## src/rtl/radio_slot_if.sv

```systemverilog
// Burst request/response bundle between the link controller (master) and the
// radio slot sequencer (slave).
interface radio_slot_if;
  logic [9:0]  regi_pllsetuptime;
  logic        tx_req_p;
  logic        rx_req_p;
  logic [6:0]  req_fk;
  logic [11:0] req_len;
  logic        abort_p;
  logic [6:0]  lc_fk;
  logic        loadfreq_p;
  logic        txen;
  logic        rxen;
  logic        bit_p;
  logic        busy;
  logic        done_p;
  logic        req_drop_p;

  modport master (
    output regi_pllsetuptime, tx_req_p, rx_req_p, req_fk, req_len, abort_p,
    input  lc_fk, loadfreq_p, txen, rxen, bit_p, busy, done_p, req_drop_p
  );

  modport slave (
    input  regi_pllsetuptime, tx_req_p, rx_req_p, req_fk, req_len, abort_p,
    output lc_fk, loadfreq_p, txen, rxen, bit_p, busy, done_p, req_drop_p
  );
endinterface

```

## src/rtl/radio_slot_seq.sv

```systemverilog
// Per-burst radio sequencer: synthesizer load, PLL settle wait, then a TX/RX
// window of L bit periods with a bit strobe. Every output is a flop.
module radio_slot_seq #(
  parameter int CLKS_PER_US = 6
) (
  input logic         clk_6M,
  input logic         rstz,
  radio_slot_if.slave bus
);

  typedef enum logic [1:0] {IDLE, LOAD, SETTLE, ACTIVE} state_t;

  localparam logic [12:0] SETTLE_K = 13'(CLKS_PER_US);
  localparam logic [2:0]  SUB_LAST = 3'(CLKS_PER_US - 1);

  state_t      state, state_nxt;
  logic        tx_dir, tx_dir_nxt;
  logic [6:0]  fk_nxt;
  logic [11:0] len_q, len_nxt;
  logic [9:0]  pll_q, pll_nxt;
  logic [12:0] settle_cnt, settle_nxt;
  logic [2:0]  sub_cnt, sub_nxt;
  logic [11:0] bit_cnt, bits_nxt;
  logic        done_nxt, drop_nxt;
  logic        any_req, start_active, finish;
  logic        loadfreq_nxt, txen_nxt, rxen_nxt, bit_nxt, busy_nxt;

  always_comb begin
    state_nxt    = state;
    tx_dir_nxt   = tx_dir;
    fk_nxt       = bus.lc_fk;
    len_nxt      = len_q;
    pll_nxt      = pll_q;
    settle_nxt   = settle_cnt;
    sub_nxt      = sub_cnt;
    bits_nxt     = bit_cnt;
    done_nxt     = 1'b0;
    drop_nxt     = 1'b0;
    start_active = 1'b0;
    finish       = 1'b0;
    any_req      = bus.tx_req_p | bus.rx_req_p;

    case (state)
      IDLE: begin
        // TX wins a tie; the losing RX request is reported as dropped.
        if (!bus.abort_p && any_req) begin
          state_nxt  = LOAD;
          tx_dir_nxt = bus.tx_req_p;
          fk_nxt     = bus.req_fk;
          len_nxt    = bus.req_len;
          pll_nxt    = bus.regi_pllsetuptime;
          drop_nxt   = bus.tx_req_p & bus.rx_req_p;
        end
      end
      LOAD: begin
        settle_nxt = 13'(pll_q) * SETTLE_K;
        if (pll_q == 10'd0) begin
          if (len_q == 12'd0) finish = 1'b1;
          else start_active = 1'b1;
        end else begin
          state_nxt = SETTLE;
        end
      end
      SETTLE: begin
        if (settle_cnt == 13'd1) begin
          if (len_q == 12'd0) finish = 1'b1;
          else start_active = 1'b1;
        end else begin
          settle_nxt = settle_cnt - 13'd1;
        end
      end
      ACTIVE: begin
        if (sub_cnt == SUB_LAST) begin
          if (bit_cnt == 12'd1) begin
            finish = 1'b1;
          end else begin
            bits_nxt = bit_cnt - 12'd1;
            sub_nxt  = 3'd0;
          end
        end else begin
          sub_nxt = sub_cnt + 3'd1;
        end
      end
      default: state_nxt = IDLE;
    endcase

    if (start_active) begin
      state_nxt = ACTIVE;
      sub_nxt   = 3'd0;
      bits_nxt  = len_q;
    end
    if (finish) begin
      state_nxt = IDLE;
      done_nxt  = 1'b1;
    end

    // Abort overrides everything, including a normal completion in the same cycle.
    if (state != IDLE) begin
      drop_nxt = any_req;
      if (bus.abort_p) begin
        state_nxt = IDLE;
        done_nxt  = 1'b0;
      end
    end

    loadfreq_nxt = (state_nxt == LOAD);
    txen_nxt     = (state_nxt == ACTIVE) &  tx_dir_nxt;
    rxen_nxt     = (state_nxt == ACTIVE) & ~tx_dir_nxt;
    bit_nxt      = (state_nxt == ACTIVE) & (sub_nxt == SUB_LAST);
    busy_nxt     = (state_nxt != IDLE);
  end

  always_ff @(posedge clk_6M) begin
    if (!rstz) begin
      state          <= IDLE;
      tx_dir         <= 1'b0;
      len_q          <= '0;
      pll_q          <= '0;
      settle_cnt     <= '0;
      sub_cnt        <= '0;
      bit_cnt        <= '0;
      bus.lc_fk      <= '0;
      bus.loadfreq_p <= 1'b0;
      bus.txen       <= 1'b0;
      bus.rxen       <= 1'b0;
      bus.bit_p      <= 1'b0;
      bus.busy       <= 1'b0;
      bus.done_p     <= 1'b0;
      bus.req_drop_p <= 1'b0;
    end else begin
      state          <= state_nxt;
      tx_dir         <= tx_dir_nxt;
      len_q          <= len_nxt;
      pll_q          <= pll_nxt;
      settle_cnt     <= settle_nxt;
      sub_cnt        <= sub_nxt;
      bit_cnt        <= bits_nxt;
      bus.lc_fk      <= fk_nxt;
      bus.loadfreq_p <= loadfreq_nxt;
      bus.txen       <= txen_nxt;
      bus.rxen       <= rxen_nxt;
      bus.bit_p      <= bit_nxt;
      bus.busy       <= busy_nxt;
      bus.done_p     <= done_nxt;
      bus.req_drop_p <= drop_nxt;
    end
  end

endmodule

```

## src/flat_wrapper.sv

```systemverilog
// flat-port wrapper written by rule: the top's interface ports become plain ports
module radio_slot_seq_flat 
#(
  parameter int CLKS_PER_US = 6
)
  (clk_6M, rstz, bus_regi_pllsetuptime, bus_tx_req_p, bus_rx_req_p, bus_req_fk, bus_req_len, bus_abort_p, bus_lc_fk, bus_loadfreq_p, bus_txen, bus_rxen, bus_bit_p, bus_busy, bus_done_p, bus_req_drop_p);
  radio_slot_if bus_i ();
  input logic clk_6M;
  input logic rstz;
  input wire logic [$bits(bus_i.regi_pllsetuptime)-1:0] bus_regi_pllsetuptime;
  input wire logic [$bits(bus_i.tx_req_p)-1:0] bus_tx_req_p;
  input wire logic [$bits(bus_i.rx_req_p)-1:0] bus_rx_req_p;
  input wire logic [$bits(bus_i.req_fk)-1:0] bus_req_fk;
  input wire logic [$bits(bus_i.req_len)-1:0] bus_req_len;
  input wire logic [$bits(bus_i.abort_p)-1:0] bus_abort_p;
  output wire logic [$bits(bus_i.lc_fk)-1:0] bus_lc_fk;
  output wire logic [$bits(bus_i.loadfreq_p)-1:0] bus_loadfreq_p;
  output wire logic [$bits(bus_i.txen)-1:0] bus_txen;
  output wire logic [$bits(bus_i.rxen)-1:0] bus_rxen;
  output wire logic [$bits(bus_i.bit_p)-1:0] bus_bit_p;
  output wire logic [$bits(bus_i.busy)-1:0] bus_busy;
  output wire logic [$bits(bus_i.done_p)-1:0] bus_done_p;
  output wire logic [$bits(bus_i.req_drop_p)-1:0] bus_req_drop_p;
  assign bus_i.regi_pllsetuptime = bus_regi_pllsetuptime;
  assign bus_i.tx_req_p = bus_tx_req_p;
  assign bus_i.rx_req_p = bus_rx_req_p;
  assign bus_i.req_fk = bus_req_fk;
  assign bus_i.req_len = bus_req_len;
  assign bus_i.abort_p = bus_abort_p;
  assign bus_lc_fk = bus_i.lc_fk;
  assign bus_loadfreq_p = bus_i.loadfreq_p;
  assign bus_txen = bus_i.txen;
  assign bus_rxen = bus_i.rxen;
  assign bus_bit_p = bus_i.bit_p;
  assign bus_busy = bus_i.busy;
  assign bus_done_p = bus_i.done_p;
  assign bus_req_drop_p = bus_i.req_drop_p;
  radio_slot_seq #(.CLKS_PER_US(CLKS_PER_US)) u_core (.clk_6M(clk_6M), .rstz(rstz), .bus(bus_i));
endmodule
```

## config.mk

```make
export PLATFORM = sky130hd
export DESIGN_NAME = radio_slot_seq_flat
export DESIGN_NICKNAME = d
export VERILOG_FILES = /design/src/rtl/radio_slot_if.sv /design/src/rtl/radio_slot_seq.sv /design/src/flat_wrapper.sv
export SDC_FILE = /design/constraint.sdc
export NUM_CORES = 1
export LEC_CHECK = 0
export ABC_AREA = 1
export BUFFER_PORTS_ARGS = -buffer_cell sky130_fd_sc_hd__buf_4
export CAP_MARGIN = 40
export CORE_MARGIN = 3
export CORE_UTILIZATION = 65
export CTS_BUF_LIST = sky130_fd_sc_hd__clkbuf_8
export DETAILED_ROUTE_END_ITERATION = 6
export PLACE_DENSITY = 0.88
export SLEW_MARGIN = 30
export SYNTH_ARGS = -nofsm -noshare
export SYNTH_HDL_FRONTEND = slang
export SYNTH_SLANG_ARGS = --single-unit
```

## constraint.sdc

```tcl
create_clock -name clk_6M -period 4.7 [get_ports clk_6M]
set_input_delay 0.94 -clock clk_6M [delete_from_list [all_inputs] [get_ports clk_6M]]
set_output_delay 0.94 -clock clk_6M [all_outputs]
set_load 0.1 [all_outputs]
```

==> out/qor.txt <==
Status: finished clean
Post-CTS setup buffer count: 0
Slowest CP cell: ha_1
RSZ-0062 raised after global routing: false
Die height: 85.0 µm
Routed len/inst: 12.3 µm
Hold Buf Count CTS: 0
Die width: 85.0 µm
Synth area leaders: dfxtp_1 33%, nand2_1 11%, nor2_1 9.9%
Fill cell total of the finished layout: 469
Global-route wire length before repair: 15.3 mm
CP cell instances: ha_1 -> inv_1 -> nand2_2 -> nand3_4 -> o21ai_1 -> nand3_1 -> nor2_1
Clk sinks: 67
I/O Pins: 48
Number of enable flip-flop cells after synthesis: 0
Warnings, synthesis: 0
Clock Tree Root: clkbuf_8
TritonCTS clock tree: built
DRT Pass-1 Iters: 5
Top-area cell type share of the netlist area: 0.331
Final nets: 714
Max_slew headroom: 0.559
Main flop type after synthesis: dfxtp_1
Routed Wire Length: 8.99 mm
Required @ worst endpoint: 4.99 ns
Final setup violation count: 0
Post_cts resized: 0
Non-filler cells, final: 733
Inst Count DP: 717
Worst slack at placement: 1.97 ns
Largest net degree at the start of global routing: 49
Net count after synthesis: 673
Synthesized instance count: 612
Crit path max fanout: 18
Register bit total from synthesis: 67
Remaining Overflow, GRT: 0
Vias in the first global route: 3,589
Async SR Flop Fraction: 0
CP Data Arrival Time: 2.73 ns
Final ANT Viol Nets: 0
Most frequent cells in the layout: 121 x nand2_1, 107 x nor2_1, 80 x inv_1
Period utilisation layout: 0.519
Drt drc: 0
Gr usage total: 0.257
Tightest Pin Transition: 0.661 ns
PD cells: 563 nW/µm²
Min-delay worst type: flip-flop to flip-flop
Clk buf depth: 2
N_diodes: 0
Sequential Area: 1340 µm²
Avg Cell Area, Syn: 6.63 µm²
Leakage: 2.26 nW
GPL Wtd Cong: 0.886
Clock slew at reported path FFs: 0.08 ns
CP endpoint kind: flip-flop
Crit path max-delay family: simple AND/OR/NAND/NOR gates
Post-DP HPWL: 6.50 mm
WP buf/inv: 1
Post-synthesis sequential area ratio: 0.331
Cell taking the most area after synthesis: dfxtp_1
Worst skew pair latency: 0.35 ns
Final worst path period need: 2.44 ns
Via count: 3,917
Share of cells above drive strength 1: 0.138
Peak VDD IR: 0.000377 V
Commonest non-fill, non-tap cell in the layout: nand2_1
Worst setup margin: 2.26 ns
CP peak stage delay: 0.62 ns
TritonCTS Buffers: 9
H-tree depth: 3
1st-iter DRT viols: 339
Clock Skew: 0.00804 ns
Yosys cell types: 38
Number of port buffers: 47
Post-DR vias/cell: 5.34
CP Class: flip-flop to flip-flop
Initial Utilization: 0.677
Maxcap violations: 0
Setup tns final: 0 ns
Slew Viols, Final: 0
Final hold violation count: 0
Initial antenna violation count: 0
Die area: 7220 µm²
Startpoint Class: flip-flop
Multi-input logic area: 2310 µm²
Fmax: 410 MHz
Row count: 28
Core Util, Final: 0.774
P&R area growth vs syn: 14.3%
Post-Syn Area: 4060 µm²
CORE AREA: 5990 µm²
==> worst paths after layout <==
kind / startpoint / to / slack (ns) / cells after the start
hold / removal: u_core.bus.lc_fk[5]$_SDFFE_PN0P_ / u_core.bus.lc_fk[5]$_SDFFE_PN0P_ / 0.49 / 2
setup reg to reg: u_core.state[1]$_SDFF_PN0_ / u_core.bus.rxen$_SDFF_PN0_ / 2.26 / 7
hold reg to reg: u_core.bus.lc_fk[5]$_SDFFE_PN0P_ / u_core.bus.lc_fk[5]$_SDFFE_PN0P_ / 0.49 / 2
setup / recovery: u_core.state[1]$_SDFF_PN0_ / u_core.bus.rxen$_SDFF_PN0_ / 2.26 / 7
==> final cells by class <==
class / instances / area share
multi-input cells: 442 / 0.499
flip-flops and latches: 67 / 0.289
repair buffers: 49 / 0.0794
inverters: 84 / 0.0680
clock buffers: 9 / 0.0267
well taps: 75 / 0.0202
clock inverters: 7 / 0.0178
==> kinds of logic (layout without fill, tap and decap cells) <==
kind of cell / Yosys count / in the layout / synth area share
muxes: 1 / 1 / 0.00247
xor gates and xnor gates: 13 / 13 / 0.0281
AOI/OAI and AO/OA: 110 / 110 / 0.147
adders and majority gates: 27 / 27 / 0.0852
DFF: 67 / 67 / 0.331
buffers and inverters: 103 / 149 / 0.0994
and+or+nand+nor: 291 / 291 / 0.307
==> tightest hold or removal path, delay by kind of cell (launching register included) <==
family	cells	cell delay [ns]
flip-flops	1	0.34
AND/OR/NAND/NOR	2	0.13
==> registers in the layout, indices dropped and copies added, names as in the netlist, 2 cells and up <==
| name | count |
|---|---|
| u_core.settle_cnt | 13 |
| u_core.bit_cnt | 12 |
| u_core.len_q | 12 |
| u_core.pll_q | 10 |
| u_core.bus.lc_fk | 7 |
| u_core.sub_cnt | 3 |
| u_core.state | 2 |
==> Yosys cell counts, drive strengths merged, types with 2 or more instances <==
master / n
o21ai: 59
buf: 6
dfxtp: 67
a31oi: 3
nand2: 127
clkbuf: 13
nand4: 3
inv: 83
nand3: 39
nor3: 4
a21oi: 44
xnor2: 3
xor2: 10
nor2: 113
or2: 2
nand3b: 2
ha: 26
==> per-stage QoR <==
stage	hold WS [ns]	area (µm²)	total power, mW
2_1_floorplan	0.444	4060	1.83
3_3_place_gp	0.470	4430	2.05
3_5_place_dp	0.483	4430	2.09
4_1_cts	0.500	4640	2.61
5_1_grt	0.525	4640	2.81
6_report	0.495	4640	2.61
==> power breakdown <==
group          leakage [nW]  internal, mW  switching (mW)
registers             0.549         0.688           0.102
clock network         0.105         0.253           0.249
logic                  1.61         0.419           0.897
total                  2.26          1.36            1.25
==> metal layers <==
metal | GRT usage | vias to the layer above | wire, µm
li1 | - | 2018 | -
met1 | 0.332 | 1790 | 4120
met2 | 0.427 | 92 | 4260
met3 | 0.0437 | 17 | 433
met4 | 0.104 | 0 | 178
met5 | 0 | - | 0
Power figures use the tool's default switching activity.
